### config.mk
export PLATFORM = sky130hd
export DESIGN_NAME = wbu_writeback
export DESIGN_NICKNAME = d
export VERILOG_FILES = /design/src/rtl/wbu_writeback.sv
export SDC_FILE = /design/constraint.sdc
export NUM_CORES = 1
export LEC_CHECK = 0
export CORE_MARGIN = 8
export CORE_UTILIZATION = 38
export CTS_CLUSTER_DIAMETER = 80
export DETAILED_ROUTE_END_ITERATION = 16
export PLACE_DENSITY = 0.78
export SYNTH_ARGS = -nofsm -noshare
export SYNTH_HDL_FRONTEND = slang
export SYNTH_SLANG_ARGS = --single-unit
### constraint.sdc
create_clock -name clk -period 1.8 [get_ports clk]
set_input_delay 0.36 -clock clk [delete_from_list [all_inputs] [get_ports clk]]
set_output_delay 0.36 -clock clk [all_outputs]
set_load 0.01 [all_outputs]
### src/rtl/wbu_writeback.sv
// Writeback unit: retires EXU results and LSU load responses as one registered RF write plus
// a commit pulse. Define WBU_FWD_EN to add the writeback-to-decode forwarding ports.
module wbu_writeback #(
  parameter int XLEN    = 32,
  parameter int RADDR_W = 5
) (
  input  logic               clk,
  input  logic               rst_n,
  input  logic               in_valid,
  output logic               in_ready,
  input  logic [RADDR_W-1:0] in_rd,
  input  logic               in_rd_wen,
  input  logic               in_is_load,
  input  logic [2:0]         in_ld_funct3,
  input  logic [1:0]         in_addr_lo,
  input  logic [XLEN-1:0]    in_alu_res,
  input  logic               mem_rsp_valid,
  input  logic [XLEN-1:0]    mem_rsp_data,
  input  logic               mem_rsp_err,
`ifdef WBU_FWD_EN
  input  logic [RADDR_W-1:0] fwd_raddr1,
  input  logic [RADDR_W-1:0] fwd_raddr2,
  output logic               fwd_hit1,
  output logic               fwd_hit2,
  output logic [XLEN-1:0]    fwd_data1,
  output logic [XLEN-1:0]    fwd_data2,
`endif
  output logic               rf_wen,
  output logic [RADDR_W-1:0] rf_waddr,
  output logic [XLEN-1:0]    rf_wdata,
  output logic               commit_valid,
  output logic               commit_err
);

  localparam logic [0:0] IDLE     = 1'b0;
  localparam logic [0:0] WAIT_MEM = 1'b1;

  localparam logic [2:0] F3_LB  = 3'b000;
  localparam logic [2:0] F3_LH  = 3'b001;
  localparam logic [2:0] F3_LW  = 3'b010;
  localparam logic [2:0] F3_LBU = 3'b100;
  localparam logic [2:0] F3_LHU = 3'b101;

  logic [0:0]         state_q, state_d;
  logic [RADDR_W-1:0] rd_q, rd_d;
  logic               rd_wen_q, rd_wen_d;
  logic [2:0]         funct3_q, funct3_d;
  logic [1:0]         addr_lo_q, addr_lo_d;

  logic               rf_wen_q, rf_wen_d;
  logic [RADDR_W-1:0] rf_waddr_q, rf_waddr_d;
  logic [XLEN-1:0]    rf_wdata_q, rf_wdata_d;
  logic               commit_valid_q, commit_valid_d;
  logic               commit_err_q, commit_err_d;

  logic [7:0]         ld_byte;
  logic [15:0]        ld_half;
  logic [XLEN-1:0]    ld_data;
  logic               ld_fmt_fault;
  logic               ld_fault;

  assign in_ready = (state_q == IDLE);

  // Byte/half lanes are picked from the latched address; format faults are decided here too.
  always_comb begin
    // NOTE: every signal written in a combinational block gets a default first, so no path
    // leaves it unassigned and no latch is inferred.
    ld_data      = '0;
    ld_fmt_fault = 1'b0;
    ld_half      = addr_lo_q[1] ? mem_rsp_data[31:16] : mem_rsp_data[15:0];
    case (addr_lo_q)
      2'd0:    ld_byte = mem_rsp_data[7:0];
      2'd1:    ld_byte = mem_rsp_data[15:8];
      2'd2:    ld_byte = mem_rsp_data[23:16];
      default: ld_byte = mem_rsp_data[31:24];
    endcase
    case (funct3_q)
      F3_LB:  ld_data = {{(XLEN-8){ld_byte[7]}}, ld_byte};
      F3_LBU: ld_data = {{(XLEN-8){1'b0}}, ld_byte};
      F3_LH: begin
        ld_data      = {{(XLEN-16){ld_half[15]}}, ld_half};
        ld_fmt_fault = addr_lo_q[0];
      end
      F3_LHU: begin
        ld_data      = {{(XLEN-16){1'b0}}, ld_half};
        ld_fmt_fault = addr_lo_q[0];
      end
      F3_LW: begin
        ld_data      = mem_rsp_data;
        ld_fmt_fault = (addr_lo_q != 2'd0);
      end
      default: ld_fmt_fault = 1'b1;
    endcase
  end

  assign ld_fault = ld_fmt_fault | mem_rsp_err;

  always_comb begin
    state_d        = state_q;
    rd_d           = rd_q;
    rd_wen_d       = rd_wen_q;
    funct3_d       = funct3_q;
    addr_lo_d      = addr_lo_q;
    rf_wen_d       = 1'b0;
    rf_waddr_d     = rf_waddr_q;
    rf_wdata_d     = rf_wdata_q;
    commit_valid_d = 1'b0;
    commit_err_d   = 1'b0;
    case (state_q)
      IDLE: begin
        if (in_valid) begin
          if (in_is_load) begin
            rd_d      = in_rd;
            rd_wen_d  = in_rd_wen;
            funct3_d  = in_ld_funct3;
            addr_lo_d = in_addr_lo;
            state_d   = WAIT_MEM;
          end else begin
            commit_valid_d = 1'b1;
            if (in_rd_wen && (in_rd != '0)) begin
              rf_wen_d   = 1'b1;
              rf_waddr_d = in_rd;
              rf_wdata_d = in_alu_res;
            end
          end
        end
      end
      WAIT_MEM: begin
        if (mem_rsp_valid) begin
          state_d        = IDLE;
          commit_valid_d = 1'b1;
          commit_err_d   = ld_fault;
          if (rd_wen_q && (rd_q != '0) && !ld_fault) begin
            rf_wen_d   = 1'b1;
            rf_waddr_d = rd_q;
            rf_wdata_d = ld_data;
          end
        end
      end
      default: state_d = IDLE;
    endcase
  end

  always_ff @(posedge clk or negedge rst_n) begin
    if (!rst_n) begin
      state_q        <= IDLE;
      rd_q           <= '0;
      rd_wen_q       <= 1'b0;
      funct3_q       <= '0;
      addr_lo_q      <= '0;
      rf_wen_q       <= 1'b0;
      rf_waddr_q     <= '0;
      rf_wdata_q     <= '0;
      commit_valid_q <= 1'b0;
      commit_err_q   <= 1'b0;
    end else begin
      // NOTE: sequential state uses non-blocking assignments so every register samples the
      // pre-edge values, independent of statement order.
      state_q        <= state_d;
      rd_q           <= rd_d;
      rd_wen_q       <= rd_wen_d;
      funct3_q       <= funct3_d;
      addr_lo_q      <= addr_lo_d;
      rf_wen_q       <= rf_wen_d;
      rf_waddr_q     <= rf_waddr_d;
      rf_wdata_q     <= rf_wdata_d;
      commit_valid_q <= commit_valid_d;
      commit_err_q   <= commit_err_d;
    end
  end

  assign rf_wen       = rf_wen_q;
  assign rf_waddr     = rf_waddr_q;
  assign rf_wdata     = rf_wdata_q;
  assign commit_valid = commit_valid_q;
  assign commit_err   = commit_err_q;

`ifdef WBU_FWD_EN
  // Decode reads the value being written this cycle instead of the stale RF entry.
  assign fwd_hit1  = rf_wen_q && (rf_waddr_q == fwd_raddr1) && (fwd_raddr1 != '0);
  assign fwd_hit2  = rf_wen_q && (rf_waddr_q == fwd_raddr2) && (fwd_raddr2 != '0);
  assign fwd_data1 = rf_wdata_q;
  assign fwd_data2 = rf_wdata_q;
`endif

endmodule

==> results.ini <==
[route]
first_pass_iters = 5
drtIter0Drc = 141
wl_met1_um = 4257
wl_met2_um = 5585
routed_wl_um = 10800
ant_nets = 0
highest_layer = met4
wl_met3_um = 777
num_vias = 2954
viasPerCell = 5.574
drc = 0
post_drt_wl_per_cell_um = 20.38

[sta]
grt_setup_unrepaired = yes
clock_skew_ns = 0.009978
fmax_mhz = 530.7
setup_violations = 33
hold_viol_final = 0
worst_pin_slew_ns = 0.6944
period_minus_slack_ns = 1.884
setup_slack_ns = -0.08417
slew_headroom_pct = 53.59
finalCritPeriodShare_pct = 104.7
setup-tns-final_ns = -1.858
slew_viol_final = 0

[synthesis]
synth-compound-area-share_pct = 27.40
syn_area_per_cell_um2 = 10.20
yosysTopAreaCell = dfrtp_1
syn_area_mm2 = 0.002804
synth_nets = 356
synth_adder_area_share_pct = 0
synth_top_area_share_pct = 46.41
synth_edf_count = 0
yosysWarnings = 0
yosys.area_share.simple_pct = 10.89
syn_inst = 275
ys_async_sr_fraction_pct = 100.0
synth_top_family_by_area = compound AO/OA/AOI/OAI gates
yosys.area_share.xor_xnor_pct = 0
ys_top_cells_by_area = dfrtp_1 46%, a221oi_1 7.8%, mux2_2 7.6%
synthFlopType = dfrtp_1
synth.distinct_cells = 31
ys_seq_elements = 52
synth_mux_area_share_pct = 10.58
seq_area_frac_synth_pct = 46.41

[placement]
placedCellCount = 507
place_ws_ns = -0.5322
hpwl_um = 7634
gp_congestion = 0.8838
port_buffers = 121

[die]
core_mm2 = 0.007214
dieHeight_um = 101.9
floorplan.rows = 31
fp.dieArea_mm2 = 0.01038
initial_utilization_pct = 38.87
ioPinCount = 122
die_w_um = 101.9

[final_layout]
nets = 511
most-common-layout-cells = 119 x clkdlybuf4s50_1, 50 x dfrtp_1, 37 x buf_4
insertedDiodeCount = 0
final_common_cell = clkdlybuf4s50_1
layout-drive-gt1-share_pct = 31.09
area_growth_pct = 75.32
stdcell_count = 530
fillCellCount = 563

[status]
violations = negative setup slack
status = finished with violations

[power]
comb_power_share_pct = 48.1
switching_share_pct = 34.02
p_int_mw = 3.268
pwr_density_cell_mw_per_mm2 = 1008
p_leak_nw = 1.992
peakVddDrop_v = 0.0005310
p_clk_share_pct = 16.3
seq_power_share_pct = 35.6
p_switching_mw = 1.685

[clock_tree]
clock_tree.buffer_depth = 2
clkSinkCount = 52
cts_max_level = 2
numCtsBuffers = 5
clk_pin_slew_ns = 0.10
clk_latency_ns = 0.31
cts_root_buf = clkbuf_8
cts_tree = built
holdBufCountCts = 0

[worst_setup_path]
rr_worst_depth = 8
crit_type = register to register
crit_path_max_fanout = 6
reg2reg_to = rf_wdata[25]
rrSetupSlack_ns = -0.08
crit_arrival_ns = 2.13
timing.rr.start = addr_lo_q[1]
end_kind = register
crit_required_ns = 2.04
crit_path_start_kind = register

[flow_run]
cap_violations = 0

[global_routing]
grt.overflow.total = 0
antenna_found_initial = 0
grt_max_degree = 53
grt_first_pass_wirelength_um = 16450
grt_pass1_vias = 3129
grt_use_total_pct = 20.36

[hold_path]
hold_path_class = input port to asynchronous set/reset pin

==> stage by stage <==
step	hold slack (ns)	utilization (%)	area [um2]	power, mW
after floorplan	0.06441	-	2804	2.673
after detailed placement	0.3759	59.90	4322	3.863
after global placement	0.3706	59.90	4322	3.806
after global routing	0.04792	68.14	4916	5.230
final	0.03414	68.14	4916	4.954
after CTS	0.03770	65.80	4747	4.825
==> timing repair <==
action,CTS,global route
buffers inserted,8,1
endpoints found under the setup margin,33,34
gates resized for setup,28,34
cloned,5,2
pin swaps,7,10
hold endpoints to repair,0,0
==> how the worst max path moves through the flow <==
stage	startpoint	endpoint	slack, ns	cells past startpoint
2_1_floorplan	addr_lo_q[1]	rf_wdata[5]	0.02	7
3_3_place_gp	mem_rsp_data[15]	rf_wdata[19]	-0.48	6
3_5_place_dp	mem_rsp_data[31]	rf_wdata[30]	-0.53	6
4_1_cts	addr_lo_q[1]	rf_wdata[17]	-0.07	8
5_1_grt	addr_lo_q[1]	rf_wdata[25]	-0.17	8
6_report	addr_lo_q[1]	rf_wdata[25]	-0.08	8
==> cell families after synthesis <==
logic type,after synthesis
flops,52
mux,26
buf+inv,25
compound gates,102
simple gates,70
==> power by group through the flow <==
stage                     logic [mW]  clock network, mW  registers, mW
after floorplan                0.799                  0           1.87
after global placement          2.05                  0           1.75
after detailed placement        2.10                  0           1.76
after CTS                       2.26              0.823           1.75
after global routing            2.56              0.860           1.81
final                           2.38              0.808           1.77
==> critical path: stages, from the launching register on <==
cell and delay, ns:
dfrtp_2 0.42, or4_4 0.53, a21oi_4 0.20, a32oi_4 0.12
inv_4 0.15, buf_12 0.14, buf_16 0.12, nor2_2 0.04
a21oi_2 0.10
==> flip-flops by register name, indices dropped and copies added (netlist names) <==
| signal | flops |
|---|---|
| addr_lo_q | 2 |
| rf_wdata | 32 |
| rf_waddr | 5 |
| commit_valid | 1 |
| rf_wen | 1 |
| commit_err | 1 |
| state_q | 1 |
| rd_q | 5 |
| funct3_q | 3 |
| rd_wen_q | 1 |
==> synthesized netlist by cell type (2+ instances only) <==
master,instances
o21ai_0,7
a221oi_1,25
nor3_1,3
buf_4,3
a22oi_1,7
a21oi_1,32
nand2_1,24
mux2_2,19
dfrtp_1,52
nor3b_1,2
nor2_1,31
nand3_1,2
clkbuf_1,8
nor2b_1,2
a222oi_1,8
and2_1,2
buf_2,9
mux2i_1,6
buf_6,2
a21o_1,19
nand2b_1,2
==> final cells by class <==
class,instances,area (um2),share of cell area [%]
multi-input combinational,198,1589,32.32
sequential,52,1304,26.52
clock buffer,5,68.82,1.400
inverter,2,10.01,0.2036
clock inverter,3,42.54,0.8654
timing repair buffer,171,1778,36.17
tap,99,123.9,2.520
==> layer usage <==
layer / global-route usage (%) / up-vias
li1: - / 1352
met1: 24.20 / 1476
met2: 35.31 / 112
met3: 4.564 / 14
met4: 6.998 / 0
met5: 0 / -
(Power assumes the default switching activity.)
